--- src/rtl/blake2b_round_ctrl_pkg.sv ---
// Shared types and constants for the BLAKE2b compression sequencer.
package blake2b_round_ctrl_pkg;

    localparam int unsigned BLAKE2B_ROUNDS = 12;

    typedef logic [3:0] sigma_index_t;
    typedef logic [3:0] round_t;
    typedef logic [2:0] g_idx_t;

    typedef enum logic [2:0] {
        CtrlIdle  = 3'd0,
        CtrlInit  = 3'd1,
        CtrlIssue = 3'd2,
        CtrlWait  = 3'd3,
        CtrlFinal = 3'd4,
        CtrlDone  = 3'd5
    } ctrl_state_e;

    // G step i consumes message words sigma[r][2i] and sigma[r][2i+1].
    function automatic sigma_index_t sigma_col(input g_idx_t g, input logic second);
        return {g, second};
    endfunction

endpackage

--- src/rtl/blake2b_round_ctrl.sv ---
// BLAKE2b compression sequencer: init, ROUNDS x 8 G steps handshaked with a shared
// G unit, then finalize. All outputs come from registers.
module blake2b_round_ctrl
    import blake2b_round_ctrl_pkg::*;
#(
    parameter int unsigned ROUNDS      = BLAKE2B_ROUNDS,
    parameter int unsigned G_PER_ROUND = 8
) (
    input  logic       clk,
    input  logic       rst,
    input  logic       start,
    input  logic       final_block,
    output logic       busy,
    output logic       init_v,
    output logic       inv_v14,
    output logic       g_start,
    input  logic       g_done,
    output logic [3:0] round,
    output logic [2:0] g_idx,
    output logic [3:0] sigma_col_x,
    output logic [3:0] sigma_col_y,
    output logic       fin_xor,
    output logic       done
);

    localparam round_t LastRound = round_t'(ROUNDS - 1);
    localparam g_idx_t LastG     = g_idx_t'(G_PER_ROUND - 1);

    ctrl_state_e state_q, state_d;
    round_t      round_q, round_d;
    g_idx_t      g_idx_q, g_idx_d;
    logic        flag_q, flag_d;
    logic        busy_q, busy_d;
    logic        init_v_q, init_v_d;
    logic        inv_v14_q, inv_v14_d;
    logic        g_start_q, g_start_d;
    logic        fin_xor_q, fin_xor_d;
    logic        done_q, done_d;

    always_comb begin
        state_d = state_q;
        round_d = round_q;
        g_idx_d = g_idx_q;
        flag_d  = flag_q;

        unique case (state_q)
            CtrlIdle: begin
                if (start) begin
                    state_d = CtrlInit;
                    flag_d  = final_block;
                    round_d = '0;
                    g_idx_d = '0;
                end
            end
            CtrlInit:  state_d = CtrlIssue;
            CtrlIssue: state_d = CtrlWait;
            CtrlWait: begin
                if (g_done) begin
                    if (g_idx_q == LastG) begin
                        if (round_q == LastRound) begin
                            state_d = CtrlFinal;
                        end else begin
                            state_d = CtrlIssue;
                            round_d = round_q + 4'd1;
                            g_idx_d = '0;
                        end
                    end else begin
                        state_d = CtrlIssue;
                        g_idx_d = g_idx_q + 3'd1;
                    end
                end
            end
            CtrlFinal: state_d = CtrlDone;
            CtrlDone: begin
                state_d = CtrlIdle;
                round_d = '0;
                g_idx_d = '0;
            end
            default: begin
                state_d = CtrlIdle;
                round_d = '0;
                g_idx_d = '0;
            end
        endcase

        // Pulses are decoded from the next state so they line up with the state register.
        busy_d    = (state_d != CtrlIdle);
        init_v_d  = (state_d == CtrlInit);
        inv_v14_d = init_v_d & flag_d;
        g_start_d = (state_d == CtrlIssue);
        fin_xor_d = (state_d == CtrlFinal);
        done_d    = (state_d == CtrlDone);
    end

    always_ff @(posedge clk) begin
        if (rst) begin
            state_q   <= CtrlIdle;
            round_q   <= '0;
            g_idx_q   <= '0;
            flag_q    <= 1'b0;
            busy_q    <= 1'b0;
            init_v_q  <= 1'b0;
            inv_v14_q <= 1'b0;
            g_start_q <= 1'b0;
            fin_xor_q <= 1'b0;
            done_q    <= 1'b0;
        end else begin
            state_q   <= state_d;
            round_q   <= round_d;
            g_idx_q   <= g_idx_d;
            flag_q    <= flag_d;
            busy_q    <= busy_d;
            init_v_q  <= init_v_d;
            inv_v14_q <= inv_v14_d;
            g_start_q <= g_start_d;
            fin_xor_q <= fin_xor_d;
            done_q    <= done_d;
        end
    end

    assign busy        = busy_q;
    assign init_v      = init_v_q;
    assign inv_v14     = inv_v14_q;
    assign g_start     = g_start_q;
    assign round       = round_q;
    assign g_idx       = g_idx_q;
    assign fin_xor     = fin_xor_q;
    assign done        = done_q;
    assign sigma_col_x = sigma_col(g_idx_q, 1'b0);
    // Gated so the column index reads 0 while idle/reset, like every other output.
    assign sigma_col_y = busy_q ? sigma_col(g_idx_q, 1'b1) : 4'd0;

endmodule

--- config.mk ---
export PLATFORM = sky130hd
export DESIGN_NAME = blake2b_round_ctrl
export DESIGN_NICKNAME = d
export VERILOG_FILES = /design/src/rtl/blake2b_round_ctrl_pkg.sv /design/src/rtl/blake2b_round_ctrl.sv
export SDC_FILE = /design/constraint.sdc
export NUM_CORES = 1
export LEC_CHECK = 0
export ABC_AREA = 1
export CORE_ASPECT_RATIO = 1.5
export CORE_UTILIZATION = 35
export DETAILED_ROUTE_END_ITERATION = 16
export PLACE_DENSITY_LB_ADDON = 0.08
export SLEW_MARGIN = 20
export SYNTH_ARGS = -nofsm -noshare
export SYNTH_HDL_FRONTEND = slang
export SYNTH_SLANG_ARGS = --single-unit
--- constraint.sdc ---
create_clock -name clk -period 2.05 [get_ports clk]
set_input_delay 0.205 -clock clk [delete_from_list [all_inputs] [get_ports clk]]
set_output_delay 0.205 -clock clk [all_outputs]
set_load 0.1 [all_outputs]
Word level (Yosys, flattened, before mapping)

Index checks and enable logic that the tools add are counted.
Widths: inputs -> output; s select.

ROM bits: 0
Bits of input ports: 5
Logic and storage cells: 52
Output and inout port bits: 21
Memories kept: 0
RAM bits: 0
Latch bits: 0
Register bits after elaboration: 17

Magnitude comparators: 0
Div/mod/pow operators: 0
Add/subtract/negate cells: 2
Equality and inequality tests: 15
Multiply operators: 0
Reductions and logical operators: 5
Bitwise gates (word level): 2
Shift-type cells: 0
Multiplexer cells: 18

Operator list:

| cell                | number |
|---|---|
| $mux 3              | 8 |
| $mux 4              | 5 |
| $pmux 3 s5          | 1 |
| $eq 3x3->1 const B  | 4 |
| $pmux 4 s3          | 1 |
| $eq 3x2->1 const B  | 3 |
| $pmux 3 s3          | 1 |
| $ne 2x2->1 const B  | 4 |
| $eq 3x1->1 const B  | 2 |
| $reduce_and 5->1    | 1 |
| $add 4x1->4 const B | 1 |
| $eq 4x4->1 const B  | 1 |
| $reduce_and 4->1    | 1 |
| $add 3x1->3 const B | 1 |
| $logic_not 3->1     | 1 |
| $ne 3x3->1 const B  | 1 |
| $reduce_bool 3->1   | 1 |
| $reduce_or 3->1     | 1 |
| $mux 1              | 2 |
| $and 1x1->1         | 1 |
| $not 1->1           | 1 |

Depth between registers and ports, before layout

Gate-level depths: netlist of the first run.

Word-level depth: 7
Mapped depth: 9
Depth with buffers taken out: 9

Worst setup path before layout of the first run

No wires, ideal clock.

Path type: register to register
From: reg g_idx_q[0], in the netlist g_idx[0]
To: reg g_idx_q[0], in the netlist g_idx[0]
Path buffers: 0
Clock period less this slack: 2.248 ns
Data arrival time: 2.133 ns
Setup slack: -0.198 ns
Library setup time: 0.116 ns
Cell stages (with the launch flop): 9
Data required time: 1.934 ns
Cell sequence: dfxtp_1 ha_1 ha_1 nand4_1 or2_4 nand2_2 inv_1 nor2_1 nor2_1

Word-level cells in the longest chain between the ends: 4
Elaborated cells on any way between the ends: 7
Classes of those cells: add/sub: 1; eq/ne: 2; mux: 3; reduce/logical: 1

Ends and longest elaborated chain:

| element                                   | RTL line                                           | text |
|---|---|---|
| from (decl)                               | blake2b_round_ctrl.sv:31                           | `g_idx_t g_idx_q, g_idx_d;` |
| from (signal assigned)                    | blake2b_round_ctrl.sv:110                          | `g_idx_q <= g_idx_d;` |
| $add 3x1->3 or $eq 3x3->1 (tied branches) | blake2b_round_ctrl.sv:69, blake2b_round_ctrl.sv:59 |  |
| $mux 3                                    | blake2b_round_ctrl.sv:59                           | `if (g_idx_q == LastG) begin` |
| $mux 3                                    | blake2b_round_ctrl.sv:58                           | `if (g_done) begin` |
| $pmux 3 s3                                | blake2b_round_ctrl.sv:46                           | `unique case (state_q)` |

Parallel ways exist; a longest one is shown, timed or not. The select of a mux whose other input is x is not followed.
A chain may end at the register's enable or synchronous reset.

Worst setup path after layout of the first run

From: reg g_idx_q[0], in the netlist g_idx[0]
To: reg g_idx_q[1], in the netlist g_idx[1]

Same word-level chain as after synthesis.

==> results of run 1 <==
[area by class of cell]
| cell class | count | area (µm²) | area share |
|---|---|---|---|
| inverter | 20 | 75.1 | 0.0676 |
| sequential | 17 | 347 | 0.312 |
| timing repair buffer | 25 | 198 | 0.178 |
| clock buffer | 4 | 26.3 | 0.0237 |
| multi-input combinational | 88 | 434 | 0.391 |
| tap | 24 | 30.0 | 0.0271 |
[cells in the mapped netlist]
master	number
sky130_fd_sc_hd__nand3_2	1
sky130_fd_sc_hd__or2_4	1
sky130_fd_sc_hd__inv_1	18
sky130_fd_sc_hd__buf_4	6
sky130_fd_sc_hd__nand3_1	16
sky130_fd_sc_hd__o21ai_0	2
sky130_fd_sc_hd__and2_1	1
sky130_fd_sc_hd__xnor2_1	1
sky130_fd_sc_hd__nand2_1	32
sky130_fd_sc_hd__conb_1	1
sky130_fd_sc_hd__o211ai_1	1
sky130_fd_sc_hd__ha_1	3
sky130_fd_sc_hd__nand4_1	3
sky130_fd_sc_hd__nor2_4	2
sky130_fd_sc_hd__dfxtp_1	17
sky130_fd_sc_hd__nand2_2	2
sky130_fd_sc_hd__inv_2	2
sky130_fd_sc_hd__nor3_1	1
sky130_fd_sc_hd__nor2_1	18
sky130_fd_sc_hd__a21oi_1	3
[registers in the layout (all words and copies together), names as in the netlist]
signal	flops
g_idx	3
round	4
done	1
flag_q	1
inv_v14	1
fin_xor	1
g_start	1
state_q	3
init_v	1
busy	1
[cell usage in the layout, fill, tap and decap left out, drive strengths merged]
cell type / Yosys / final
and2: 1 / 1
clkdlybuf4s50: 0 / 4
conb: 1 / 1
o211ai: 1 / 1
dfxtp: 17 / 17
ha: 3 / 3
inv: 20 / 20
buf: 6 / 21
nand2: 34 / 34
nor2: 20 / 20
nor3: 1 / 1
a21oi: 3 / 3
nand4: 3 / 3
xnor2: 1 / 1
nand3: 17 / 17
o21ai: 2 / 2
clkbuf: 0 / 4
or2: 1 / 1
[worst min-delay path by stage]
stage,start,end,cells past startpoint
floorplan,final_block,flag_q,2
global placement,g_idx[1],g_idx[1],2
detailed placement,g_idx[1],g_idx[1],2
CTS,g_idx[1],g_idx[1],2
global route,g_idx[0],g_idx[0],2
finish,g_idx[1],g_idx[1],2
[layer usage]
layer	global-route usage	part of all wire	vias up
li1	-	-	447
met1	0.163	0.42	375
met2	0.241	0.52	20
met3	0.0169	0.046	2
met4	0.102	0.012	0
met5	0	0	-
[report_power, final]
group          leakage (nW)  switching, mW  internal [mW]
clock network        0.0150          0.105         0.0757
registers             0.141         0.0314          0.363
logic                 0.416          0.396          0.107
total                 0.572          0.533          0.546
[worst max-delay path: stages (launching register included)]
cell                      delay [ns]
sky130_fd_sc_hd__dfxtp_2        0.39
sky130_fd_sc_hd__ha_1           0.16
sky130_fd_sc_hd__ha_1           0.20
sky130_fd_sc_hd__nand4_1        0.16
sky130_fd_sc_hd__or2_4          0.28
sky130_fd_sc_hd__nand2_2        0.07
sky130_fd_sc_hd__inv_1          0.04
sky130_fd_sc_hd__nor2_1         0.08
sky130_fd_sc_hd__nor2_1         0.04
[stage by stage]
stage | worst slack (ns) | hold WS (ns) | instance area [µm²] | std cells | total power, mW
after CTS | 0.510 | 0.523 | 1110 | 178 | 1.09
after floorplan | 0.136 | 0.399 | 901 | 131 | 0.828
after global routing | 0.379 | 0.546 | 1110 | 178 | 1.14
final | 0.528 | 0.517 | 1110 | 178 | 1.08
after detailed placement | 0.537 | 0.499 | 1080 | 174 | 0.908
after global placement | 0.567 | 0.495 | 1080 | 174 | 0.906
[kinds of logic (layout without fill, tap and decap cells)]
logic type / count (synthesis) / after routing / share of synthesized area
and+or+nand+nor: 77 / 77 / 0.393
other: 1 / 1 / 0.00419
adders and majority gates: 3 / 3 / 0.0420
buffers and inverters: 26 / 49 / 0.134
DFF: 17 / 17 / 0.380
xor gates and xnor gates: 1 / 1 / 0.00979
AOI/OAI and AO/OA: 6 / 6 / 0.0364
==> tab_implementation.tex, run 1 <==
\begin{tabular}{lr}
\hline
Metric & Value \\
\hline
\multicolumn{2}{l}{\textbf{Clock network}} \\
\quad Maximum number of buffers from clock root to sink & 2 \\
\quad Resize count post-CTS & 0 \\
\quad H-tree lvl count & 1 \\
\quad Clock tree from TritonCTS & built \\
\quad Clock insertion delay at the later pin of the skew report & 0.29 ns \\
\quad Setup fix buffers added after clock tree synthesis & 0 \\
\quad Hold bufs inserted after CTS & 0 \\
\quad Clock edge transition at the registers on the reported setup and hold paths & 0.10 ns \\
\quad Cell at the root of the clock tree & sky130\_fd\_sc\_hd\_\_clkbuf\_4 \\
\quad Number of buffers inserted during clock tree synthesis & 3 \\
\quad TritonCTS Sinks & 17 \\
\multicolumn{2}{l}{\textbf{Floorplan}} \\
\quad Count of pins on the block boundary & 26 \\
\quad Initial Util & 0.369 \\
\quad Horizontal extent of the die & 43.3 µm \\
\quad Chip Height & 63.9 µm \\
\quad Area of the die & 0.00277 mm² \\
\quad Num rows & 22 \\
\quad Area inside the core boundary & 0.00242 mm² \\
\multicolumn{2}{l}{\textbf{Critical path}} \\
\quad Required time reported for the critical path endpoint & 2.24 ns \\
\quad CP Launch Type & flip-flop \\
\quad Terminus of the critical flop-to-flop path & g\_idx[1] \\
\quad Worst-path fanout max & 6 \\
\quad Worst-case register-to-register setup slack & 0.53 ns \\
\quad Startpoint of the worst register-to-register path & g\_idx[0] \\
\quad Critical path type & reg -> reg \\
\quad Length in cells of the worst reg-to-reg path & 8 \\
\quad Setup crit end kind & flip-flop \\
\quad Worst setup endpoint & g\_idx[1] \\
\quad Worst setup path startpoint & g\_idx[0] \\
\quad WP data arrival & 1.71 ns \\
\multicolumn{2}{l}{\textbf{STA}} \\
\quad Period minus WS final & 1.52 ns \\
\quad Share of the cycle needed by the critical path after routing & 0.742 \\
\quad Max Clk Rate & 0.657 GHz \\
\quad Fin Setup TNS & 0 ns \\
\quad Number of endpoints with negative hold slack in the final report & 0 \\
\quad Finish-stage setup viols & 0 \\
\quad Number of max-slew violations in the final report & 0 \\
\quad Setup skew after layout & 0.00576 ns \\
\quad Setup repair after global routing missed its margin & false \\
\multicolumn{2}{l}{\textbf{Detailed routing}} \\
\quad Wire per inst & 10.3 µm \\
\quad Count of antenna-violating nets left after detailed routing & 0 \\
\quad Via count normalized by instance count & 4.74 \\
\quad Detailed-routing iteration count for the pre-antenna-repair pass & 4 \\
\quad Violation count after the first detailed-route iteration & 34 \\
\quad Wire length after detailed routing & 1830 µm \\
\quad Count of unresolved DRC violations after routing & 0 \\
\quad Count of vias placed by the detailed router & 844 \\
\multicolumn{2}{l}{\textbf{Global route}} \\
\quad Remaining Overflow, GRT & 0 \\
\quad All-Layer GR Usage & 0.144 \\
\quad Global-route wire length before repair & 3020 µm \\
\quad Largest net degree at the start of global routing & 10 \\
\quad Via count of the first global-routing pass & 756 \\
\quad Number of antenna violations at the first check in global routing & 0 \\
\multicolumn{2}{l}{\textbf{Logic synthesis}} \\
\quad Synthesized netlist cell count & 131 \\
\quad Post-synth top area share & 0.380 \\
\quad Mean post-synth cell area & 6.83 µm² \\
\quad Post-Synthesis Cell Area & 895 µm² \\
\quad Nets in the synthesized netlist & 139 \\
\quad Top post-synthesis cells by area & sky130\_fd\_sc\_hd\_\_dfxtp\_1 38\%, sky130\_fd\_sc\_hd\_\_nand2\_1 13\%, sky130\_fd\_sc\_hd\_\_nand3\_1 9.0\% \\
\quad Unique cell type count in the Yosys netlist & 20 \\
\quad Synth Warn \# & 0 \\
\quad Total of flip-flops plus latches after synthesis & 17 \\
\quad Library cell with the largest summed area after synthesis & sky130\_fd\_sc\_hd\_\_dfxtp\_1 \\
\quad Sequential share of the synthesized area & 0.380 \\
\multicolumn{2}{l}{\textbf{Power and ir drop}} \\
\quad Reported leakage power & 0.572 nW \\
\quad IR drop worst, VDD & 0.418 mV \\
\quad PD cells & 972 mW/mm² \\
\multicolumn{2}{l}{\textbf{Layout}} \\
\quad Fraction of final layout cells with drive strength greater than 1 & 0.240 \\
\quad Core utilization of the finished layout & 0.458 \\
\quad Area delta synth->final & 24.1\% \\
\quad Number of nets in the finished design & 163 \\
\quad Number of antenna repair diodes & 0 \\
\quad Filler cells & 256 \\
\multicolumn{2}{l}{\textbf{Place}} \\
\quad Global placement routability congestion & 0.842 \\
\quad Count of buffers from port buffering & 24 \\
\quad Placed wire-length estimate after detailed placement & 1430 µm \\
\multicolumn{2}{l}{\textbf{Status}} \\
\quad Outcome & complete, no violations \\
\multicolumn{2}{l}{\textbf{Flow run}} \\
\quad Max\_cap viols & 0 \\
\multicolumn{2}{l}{\textbf{Worst hold path}} \\
\quad Class of the most critical hold timing path & reg -> reg \\
\hline
\end{tabular}
No activity file was read; power rests on OpenSTA's default activity.
==> run 2, diff against run 1 <==
==> constraint.sdc (replaced) <==
create_clock -name clk -period 1.5 [get_ports clk]
set_input_delay 0.15 -clock clk [delete_from_list [all_inputs] [get_ports clk]]
set_output_delay 0.15 -clock clk [all_outputs]
set_load 0.1 [all_outputs]
==> run 2 against run 1 <==
Cell area rose by 30%. Global-route usage rose by 0.96 points. Highest routed layer unchanged. Critical endpoint unchanged. Via count rose by 3.2%. Register-to-register slack got worse by 0.52 ns. Largest power group unchanged. Die area did not move. Critical path depth did not move. Hold slack improved by 0.0078 ns. Setup slack got worse by 0.52 ns. Combinational power rose by 71%. Wire length rose by 3.3%. Sequential power rose by 41%.
==> tab_implementation.tex, run 2 (same netlist as run 1, synthesis figures left out) <==
\begin{tabular}{lr}
\hline
Metric & Value \\
\hline
\multicolumn{2}{l}{\textbf{Status}} \\
\quad Outcome & complete, no violations \\
\multicolumn{2}{l}{\textbf{Layout}} \\
\quad Layout Cells excl Fill & 181 (+1.7\%) \\
\quad Number of nets in the finished design & 166 (+1.8\%) \\
\quad Number of antenna repair diodes & 0 (unchanged) \\
\quad Area delta synth->final & 60.8\% \\
\quad Largest register FFs & 4 (unchanged) \\
\quad Fraction of final layout cells with drive strength greater than 1 & 0.325 (+0.0846) \\
\quad Commonest cells after routing, fill and taps aside & 32 x sky130\_fd\_sc\_hd\_\_nand2\_1, 20 x sky130\_fd\_sc\_hd\_\_buf\_12, 17 x sky130\_fd\_sc\_hd\_\_nor2\_1 \\
\quad Leading cell type in the layout, fill and taps excluded & sky130\_fd\_sc\_hd\_\_nand2\_1 \\
\multicolumn{2}{l}{\textbf{STA}} \\
\quad Finish-stage setup viols & 0 (unchanged) \\
\quad Period minus WS final & 1.49 ns (-0.0284 ns) \\
\quad Number of max-slew violations in the final report & 0 (unchanged) \\
\quad Number of endpoints with negative hold slack in the final report & 0 (unchanged) \\
\quad Max Clk Rate & 0.670 GHz (+1.9\%) \\
\quad Setup repair after global routing missed its margin & true \\
\quad Setup skew after layout & 0.00493 ns (-0.000831 ns) \\
\quad Share of the cycle needed by the critical path after routing & 0.996 (+0.253) \\
\multicolumn{2}{l}{\textbf{Critical path}} \\
\quad Buf/Inv on CP & 1 (unchanged) \\
\quad CP Launch Type & flip-flop \\
\quad Worst-path fanout max & 4 (-2) \\
\quad Setup crit end kind & flip-flop \\
\quad Cell type group with the largest total delay on the critical path & simple AND/OR/NAND/NOR gates \\
\quad Worst-path cell chain & ha\_4 > ha\_4 > nand4\_1 > or2\_4 > nand2\_2 > inv\_2 > nor2\_1 > nor2\_1 \\
\quad WP data arrival & 1.69 ns (-0.02 ns) \\
\quad Delay of the slowest cell on the worst path & 0.37 ns (-0.02 ns) \\
\quad Critical path type & reg -> reg \\
\quad Required time reported for the critical path endpoint & 1.69 ns (-0.55 ns) \\
\quad Slowest cell on the critical path & sky130\_fd\_sc\_hd\_\_dfxtp\_4 \\
\multicolumn{2}{l}{\textbf{Floorplan}} \\
\quad Area of the die & 0.00277 mm² (unchanged) \\
\quad Count of pins on the block boundary & 26 (unchanged) \\
\quad Horizontal extent of the die & 43.3 µm (unchanged) \\
\quad Chip Height & 63.9 µm (unchanged) \\
\quad Area inside the core boundary & 0.00242 mm² (unchanged) \\
\quad Num rows & 22 (unchanged) \\
\quad Initial Util & 0.369 (unchanged) \\
\multicolumn{2}{l}{\textbf{Detailed routing}} \\
\quad Wire length after detailed routing & 1890 µm (+3.3\%) \\
\quad Count of antenna-violating nets left after detailed routing & 0 (unchanged) \\
\quad Count of vias placed by the detailed router & 871 (+3.2\%) \\
\quad Wire per inst & 10.4 µm (+1.6\%) \\
\quad Violation count after the first detailed-route iteration & 16 (-53\%) \\
\quad Via count normalized by instance count & 4.81 (+1.5\%) \\
\quad Count of unresolved DRC violations after routing & 0 (unchanged) \\
\quad Detailed-routing iteration count for the pre-antenna-repair pass & 2 (-2) \\
\multicolumn{2}{l}{\textbf{Clock network}} \\
\quad Clock edge transition at the registers on the reported setup and hold paths & 0.10 ns (about the same) \\
\quad Clock tree from TritonCTS & built \\
\quad H-tree lvl count & 1 (unchanged) \\
\quad Maximum number of buffers from clock root to sink & 2 (unchanged) \\
\quad TritonCTS Sinks & 17 (unchanged) \\
\quad Clock insertion delay at the later pin of the skew report & 0.29 ns (about the same) \\
\quad Hold bufs inserted after CTS & 0 (unchanged) \\
\quad Number of buffers inserted during clock tree synthesis & 3 (unchanged) \\
\quad Cell at the root of the clock tree & sky130\_fd\_sc\_hd\_\_clkbuf\_4 \\
\multicolumn{2}{l}{\textbf{Global route}} \\
\quad Remaining Overflow, GRT & 0 (unchanged) \\
\quad All-Layer GR Usage & 0.154 (+0.00961) \\
\quad Global-route wire length before repair & 3260 µm (+8.2\%) \\
\quad Via count of the first global-routing pass & 809 (+7.0\%) \\
\quad Number of antenna violations at the first check in global routing & 0 (unchanged) \\
\quad Largest net degree at the start of global routing & 10 (unchanged) \\
\multicolumn{2}{l}{\textbf{Power and ir drop}} \\
\quad IR drop worst, VDD & 0.541 mV (+29\%) \\
\quad Total Power Consumption & 1.66 mW (+54\%) \\
\quad PD cells & 1160 mW/mm² (+19\%) \\
\quad Reported leakage power & 0.618 nW (+8.0\%) \\
\multicolumn{2}{l}{\textbf{Place}} \\
\quad Count of buffers from port buffering & 24 (unchanged) \\
\quad Global placement routability congestion & 0.784 (-6.9\%) \\
\quad Placed cell count & 176 (+1.1\%) \\
\quad Placed wire-length estimate after detailed placement & 1550 µm (+8.2\%) \\
\multicolumn{2}{l}{\textbf{Flow run}} \\
\quad Max\_cap viols & 0 (unchanged) \\
\multicolumn{2}{l}{\textbf{Worst hold path}} \\
\quad Class of the most critical hold timing path & in -> reg \\
\hline
\end{tabular}
==> run 2: cell count changes in the layout (fill, tap and decap cells not counted), sizes merged <==
cell      delta
buf          +3
inv          -3
clkinvlp     +3
==> run 2: final cells by class <==
| class | instances | area [µm²] |
|---|---|---|
| Tap cell | 24 | 30.0 |
| Timing Repair Buffer | 28 | 470 |
| Inverter | 20 | 86.3 |
| Fill cell | 231 | 983 |
| Multi-Input combinational cell | 88 | 462 |
| Clock buffer | 4 | 26.3 |
| Sequential cell | 17 | 364 |
==> run 2: worst paths after layout <==
path                    start  cells past startpoint  slack (ns)  endpoint
hold / removal    final_block                      3        0.52    flag_q
setup / recovery     g_idx[1]                      8       0.007  g_idx[1]
hold reg to reg        flag_q                      4        0.53    flag_q
setup reg to reg     g_idx[1]                      8       0.007  g_idx[1]
==> run 2: worst register-to-register path, stage by stage (launching register included) <==
cell and delay, ns:
sky130_fd_sc_hd__dfxtp_4 0.37, sky130_fd_sc_hd__ha_4 0.14, sky130_fd_sc_hd__ha_4 0.14, sky130_fd_sc_hd__nand4_1 0.19, sky130_fd_sc_hd__or2_4 0.33, sky130_fd_sc_hd__nand2_2 0.07
sky130_fd_sc_hd__inv_2 0.04, sky130_fd_sc_hd__nor2_1 0.08, sky130_fd_sc_hd__nor2_1 0.04
==> run 2: metrics by stage <==
stage | hold WS [ns] | setup TNS [ns] | util | setup slack, ns | area [µm²]
after floorplan | 0.344 | -0.224 | - | -0.0812 | 953
final | 0.524 | 0 | 0.594 | 0.00660 | 1440
after CTS | 0.520 | 0 | 0.589 | 0.0160 | 1430
after global routing | 0.548 | -0.128 | 0.594 | -0.0424 | 1440
after detailed placement | 0.518 | 0 | 0.579 | 0.0186 | 1400
after global placement | 0.509 | 0 | 0.579 | 0.0658 | 1400
==> run 2: layer usage <==
| metal | vias to the layer above | routed length, µm | GRT usage |
|---|---|---|---|
| met5 | - | 0 | 0 |
| met4 | 0 | 22 | 0.0795 |
| met3 | 2 | 67 | 0.0311 |
| met2 | 21 | 1020 | 0.267 |
| met1 | 392 | 783 | 0.170 |
| li1 | 456 | - | - |
==> run 2: power by group <==
part	total, mW	switching, mW	internal (mW)
Sequential	0.556	0.0564	0.500
Clock	0.246	0.143	0.103
Combinational	0.862	0.567	0.296
==> run 2: repair_timing <==
item,in CTS,in global routing
setup buffers,0,1
endpoints found under the setup margin,1,5
gates resized for setup,0,2
pin swaps,1,4
==> run 3, diff against run 2 <==
--- a/config.mk
+++ b/config.mk
@@ -7,8 +7,10 @@
 export LEC_CHECK = 0
 export ABC_AREA = 1
 export CORE_ASPECT_RATIO = 1.5
+export CORE_MARGIN = 5
 export CORE_UTILIZATION = 35
 export DETAILED_ROUTE_END_ITERATION = 16
+export DONT_BUFFER_PORTS = 1
 export PLACE_DENSITY_LB_ADDON = 0.08
 export SLEW_MARGIN = 20
 export SYNTH_ARGS = -nofsm -noshare
==> run 3 against run 2 <==
Non-clock buffer count down 8. Sequential share of layout area up 5.4 points. Global-route usage decreased by 3.3 points. Setup slack gained 0.095 ns. Clock skew up 0.0012 ns. Cell count shrank 4.4%. Largest power group unchanged.
==> tab_implementation.tex, run 3 (same netlist as run 1, synthesis figures left out) <==
\begin{tabular}{lr}
\hline
Metric & Value \\
\hline
\multicolumn{2}{l}{\textbf{Power and ir drop}} \\
\quad PD cells & 1280 mW/mm² (+11\%) \\
\quad Share of total power consumed by net switching & 0.493 (+0.0326) \\
\quad Part of the power in registers & 0.356 (+0.022) \\
\quad Combinational power share & 0.482 (-0.036) \\
\quad Cell-internal power & 768 µW (-15\%) \\
\quad Psw & 746 µW (-2.6\%) \\
\quad IR drop worst, VDD & 0.657 mV (+22\%) \\
\quad Reported leakage power & 0.534 nW (-14\%) \\
\quad Clock share of power & 0.162 (+0.014) \\
\multicolumn{2}{l}{\textbf{Floorplan}} \\
\quad Chip Height & 71.9 µm (+13\%) \\
\quad Count of pins on the block boundary & 26 (unchanged) \\
\quad Horizontal extent of the die & 51.3 µm (+18\%) \\
\quad Area inside the core boundary & 0.00245 mm² (+1.1\%) \\
\quad Area of the die & 0.00369 mm² (+33\%) \\
\quad Num rows & 22 (unchanged) \\
\quad Initial Util & 0.365 (-0.00415) \\
\multicolumn{2}{l}{\textbf{Detailed routing}} \\
\quad Violation count after the first detailed-route iteration & 12 (-4) \\
\quad Via count normalized by instance count & 4.82 (about the same) \\
\quad Detailed-routing iteration count for the pre-antenna-repair pass & 4 (+2) \\
\quad Count of unresolved DRC violations after routing & 0 (unchanged) \\
\quad Wire per inst & 11.7 µm (+12\%) \\
\quad Count of antenna-violating nets left after detailed routing & 0 (unchanged) \\
\quad Wire length after detailed routing & 2020 µm (+6.7\%) \\
\quad Count of vias placed by the detailed router & 833 (-4.4\%) \\
\multicolumn{2}{l}{\textbf{STA}} \\
\quad Hold Slack & 0.0281 ns (-0.496 ns) \\
\quad Fin Setup TNS & 0 ns (unchanged) \\
\quad Number of max-slew violations in the final report & 0 (unchanged) \\
\quad Period minus WS final & 1.40 ns (-0.0950 ns) \\
\quad Setup skew after layout & 0.00617 ns (+0.00124 ns) \\
\quad Share of the cycle needed by the critical path after routing & 0.932 (-0.0633) \\
\quad Worst slew margin relative to its limit & 0.639 \\
\quad Setup repair after global routing missed its margin & true \\
\quad Number of endpoints with negative hold slack in the final report & 0 (unchanged) \\
\quad Finish-stage setup viols & 0 (unchanged) \\
\quad Max Clk Rate & 0.715 GHz (+6.8\%) \\
\quad Least-Margin Pin Slew & 0.546 ns \\
\multicolumn{2}{l}{\textbf{Global route}} \\
\quad Number of antenna violations at the first check in global routing & 0 (unchanged) \\
\quad All-Layer GR Usage & 0.121 (-0.0325) \\
\quad Via count of the first global-routing pass & 827 (+2.2\%) \\
\quad Largest net degree at the start of global routing & 10 (unchanged) \\
\quad Remaining Overflow, GRT & 0 (unchanged) \\
\quad Global-route wire length before repair & 3420 µm (+4.9\%) \\
\multicolumn{2}{l}{\textbf{Critical path}} \\
\quad Setup crit end kind & flip-flop \\
\quad WP data arrival & 1.59 ns (-0.10 ns) \\
\quad Required time reported for the critical path endpoint & 1.69 ns (about the same) \\
\quad CP Launch Type & flip-flop \\
\quad Critical path type & reg -> reg \\
\quad Worst-path fanout max & 5 (+1) \\
\multicolumn{2}{l}{\textbf{Clock network}} \\
\quad Clock insertion delay at the later pin of the skew report & 0.29 ns (about the same) \\
\quad Clock tree from TritonCTS & built \\
\quad TritonCTS Sinks & 17 (unchanged) \\
\quad H-tree lvl count & 1 (unchanged) \\
\quad Clock edge transition at the registers on the reported setup and hold paths & 0.10 ns (about the same) \\
\quad Maximum number of buffers from clock root to sink & 2 (unchanged) \\
\quad Cell at the root of the clock tree & sky130\_fd\_sc\_hd\_\_clkbuf\_4 \\
\quad Number of buffers inserted during clock tree synthesis & 3 (unchanged) \\
\multicolumn{2}{l}{\textbf{Place}} \\
\quad Global placement routability congestion & 0.899 (+15\%) \\
\quad Placed cell count & 165 (-6.3\%) \\
\quad Count of buffers from port buffering & 0 (-100\%) \\
\quad Placed wire-length estimate after detailed placement & 1530 µm (-1.4\%) \\
\multicolumn{2}{l}{\textbf{Flow run}} \\
\quad Max\_cap viols & 0 (unchanged) \\
\multicolumn{2}{l}{\textbf{Layout}} \\
\quad Number of nets in the finished design & 158 (-4.8\%) \\
\quad Fraction of final layout cells with drive strength greater than 1 & 0.315 (-0.00940) \\
\quad Commonest cells after routing, fill and taps aside & 32 x sky130\_fd\_sc\_hd\_\_nand2\_1, 16 x sky130\_fd\_sc\_hd\_\_nor2\_1, 15 x sky130\_fd\_sc\_hd\_\_nand3\_1, 15 x sky130\_fd\_sc\_hd\_\_buf\_4, 14 x sky130\_fd\_sc\_hd\_\_inv\_1 \\
\quad Leading cell type in the layout, fill and taps excluded & sky130\_fd\_sc\_hd\_\_nand2\_1 \\
\quad Number of antenna repair diodes & 0 (unchanged) \\
\quad Layout Cells excl Fill & 173 (-4.4\%) \\
\quad Area delta synth->final & 32.2\% \\
\quad Largest register FFs & 4 (unchanged) \\
\multicolumn{2}{l}{\textbf{Worst hold path}} \\
\quad Class of the most critical hold timing path & in -> reg \\
\multicolumn{2}{l}{\textbf{Status}} \\
\quad Outcome & complete, no violations \\
\hline
\end{tabular}
==> run 3: cell types whose count changed in the layout (fill, tap and decap cells not counted), sizes merged <==
cell / before / now
clkdlybuf4s50: 4 / 0
buf: 24 / 19
dlygate4sd3: 0 / 1
==> run 3: repair_timing <==
| action | CTS | global route |
|---|---|---|
| buffers inserted | 0 | 3 |
| endpoints found under the setup margin | 0 | 5 |
| gates resized for setup | 0 | 4 |
| hold buffers | 1 | 0 |
| hold endpoints to repair | 8 | 0 |
==> run 3: area by class of cell <==
cell class	instances	area, µm²
well taps	24	30.0
multi-input cells	88	474
flip-flops and latches	17	363
inverters	20	86.3
fillers	251	1270
clock buffers	4	26.3
repair buffers	20	203
==> run 3: worst paths after layout <==
kind / startpoint / to / cells past startpoint / slack, ns
hold / removal: start / init_v / 2 / 0.03
setup reg to reg: g_idx[0] / g_idx[1] / 8 / 0.10
hold reg to reg: round[3] / round[3] / 2 / 0.52
setup / recovery: g_idx[0] / g_idx[1] / 8 / 0.10
==> run 3: stage by stage <==
step / worst slack, ns / utilization / power [mW] / cell area, µm²
floorplan: -0.0812 / - / 1.15 / 953
CTS: 0.0533 / 0.467 / 1.51 / 1140
detailed placement: 0.0731 / 0.453 / 1.25 / 1110
global route: -0.0161 / 0.483 / 1.60 / 1180
global placement: 0.123 / 0.453 / 1.25 / 1110
finish: 0.102 / 0.483 / 1.51 / 1180
==> run 3: power groups by stage <==
stage	clock network, mW	registers (mW)	logic, mW
detailed placement	0	0.551	0.703
global route	0.276	0.546	0.776
global placement	0	0.550	0.697
floorplan	0	0.775	0.376
CTS	0.259	0.541	0.709
finish	0.245	0.539	0.730
==> run 3: layer usage <==
metal / global-route usage / vias to the layer above / routed length, µm
li1: - / 439 / -
met1: 0.125 / 370 / 799
met2: 0.220 / 18 / 1070
met3: 0.0308 / 6 / 88
met4: 0.0641 / 0 / 56
met5: 0 / - / 0
==> run 3: worst max-delay path, stage by stage, from the launching register on <==
cell and delay, ns:
sky130_fd_sc_hd__dfxtp_4 0.39, sky130_fd_sc_hd__ha_4 0.14, sky130_fd_sc_hd__ha_4 0.14, sky130_fd_sc_hd__nand4_1 0.12
sky130_fd_sc_hd__or2_4 0.29, sky130_fd_sc_hd__nand2_4 0.07, sky130_fd_sc_hd__inv_2 0.04, sky130_fd_sc_hd__nor2_2 0.07
sky130_fd_sc_hd__nor2_1 0.04
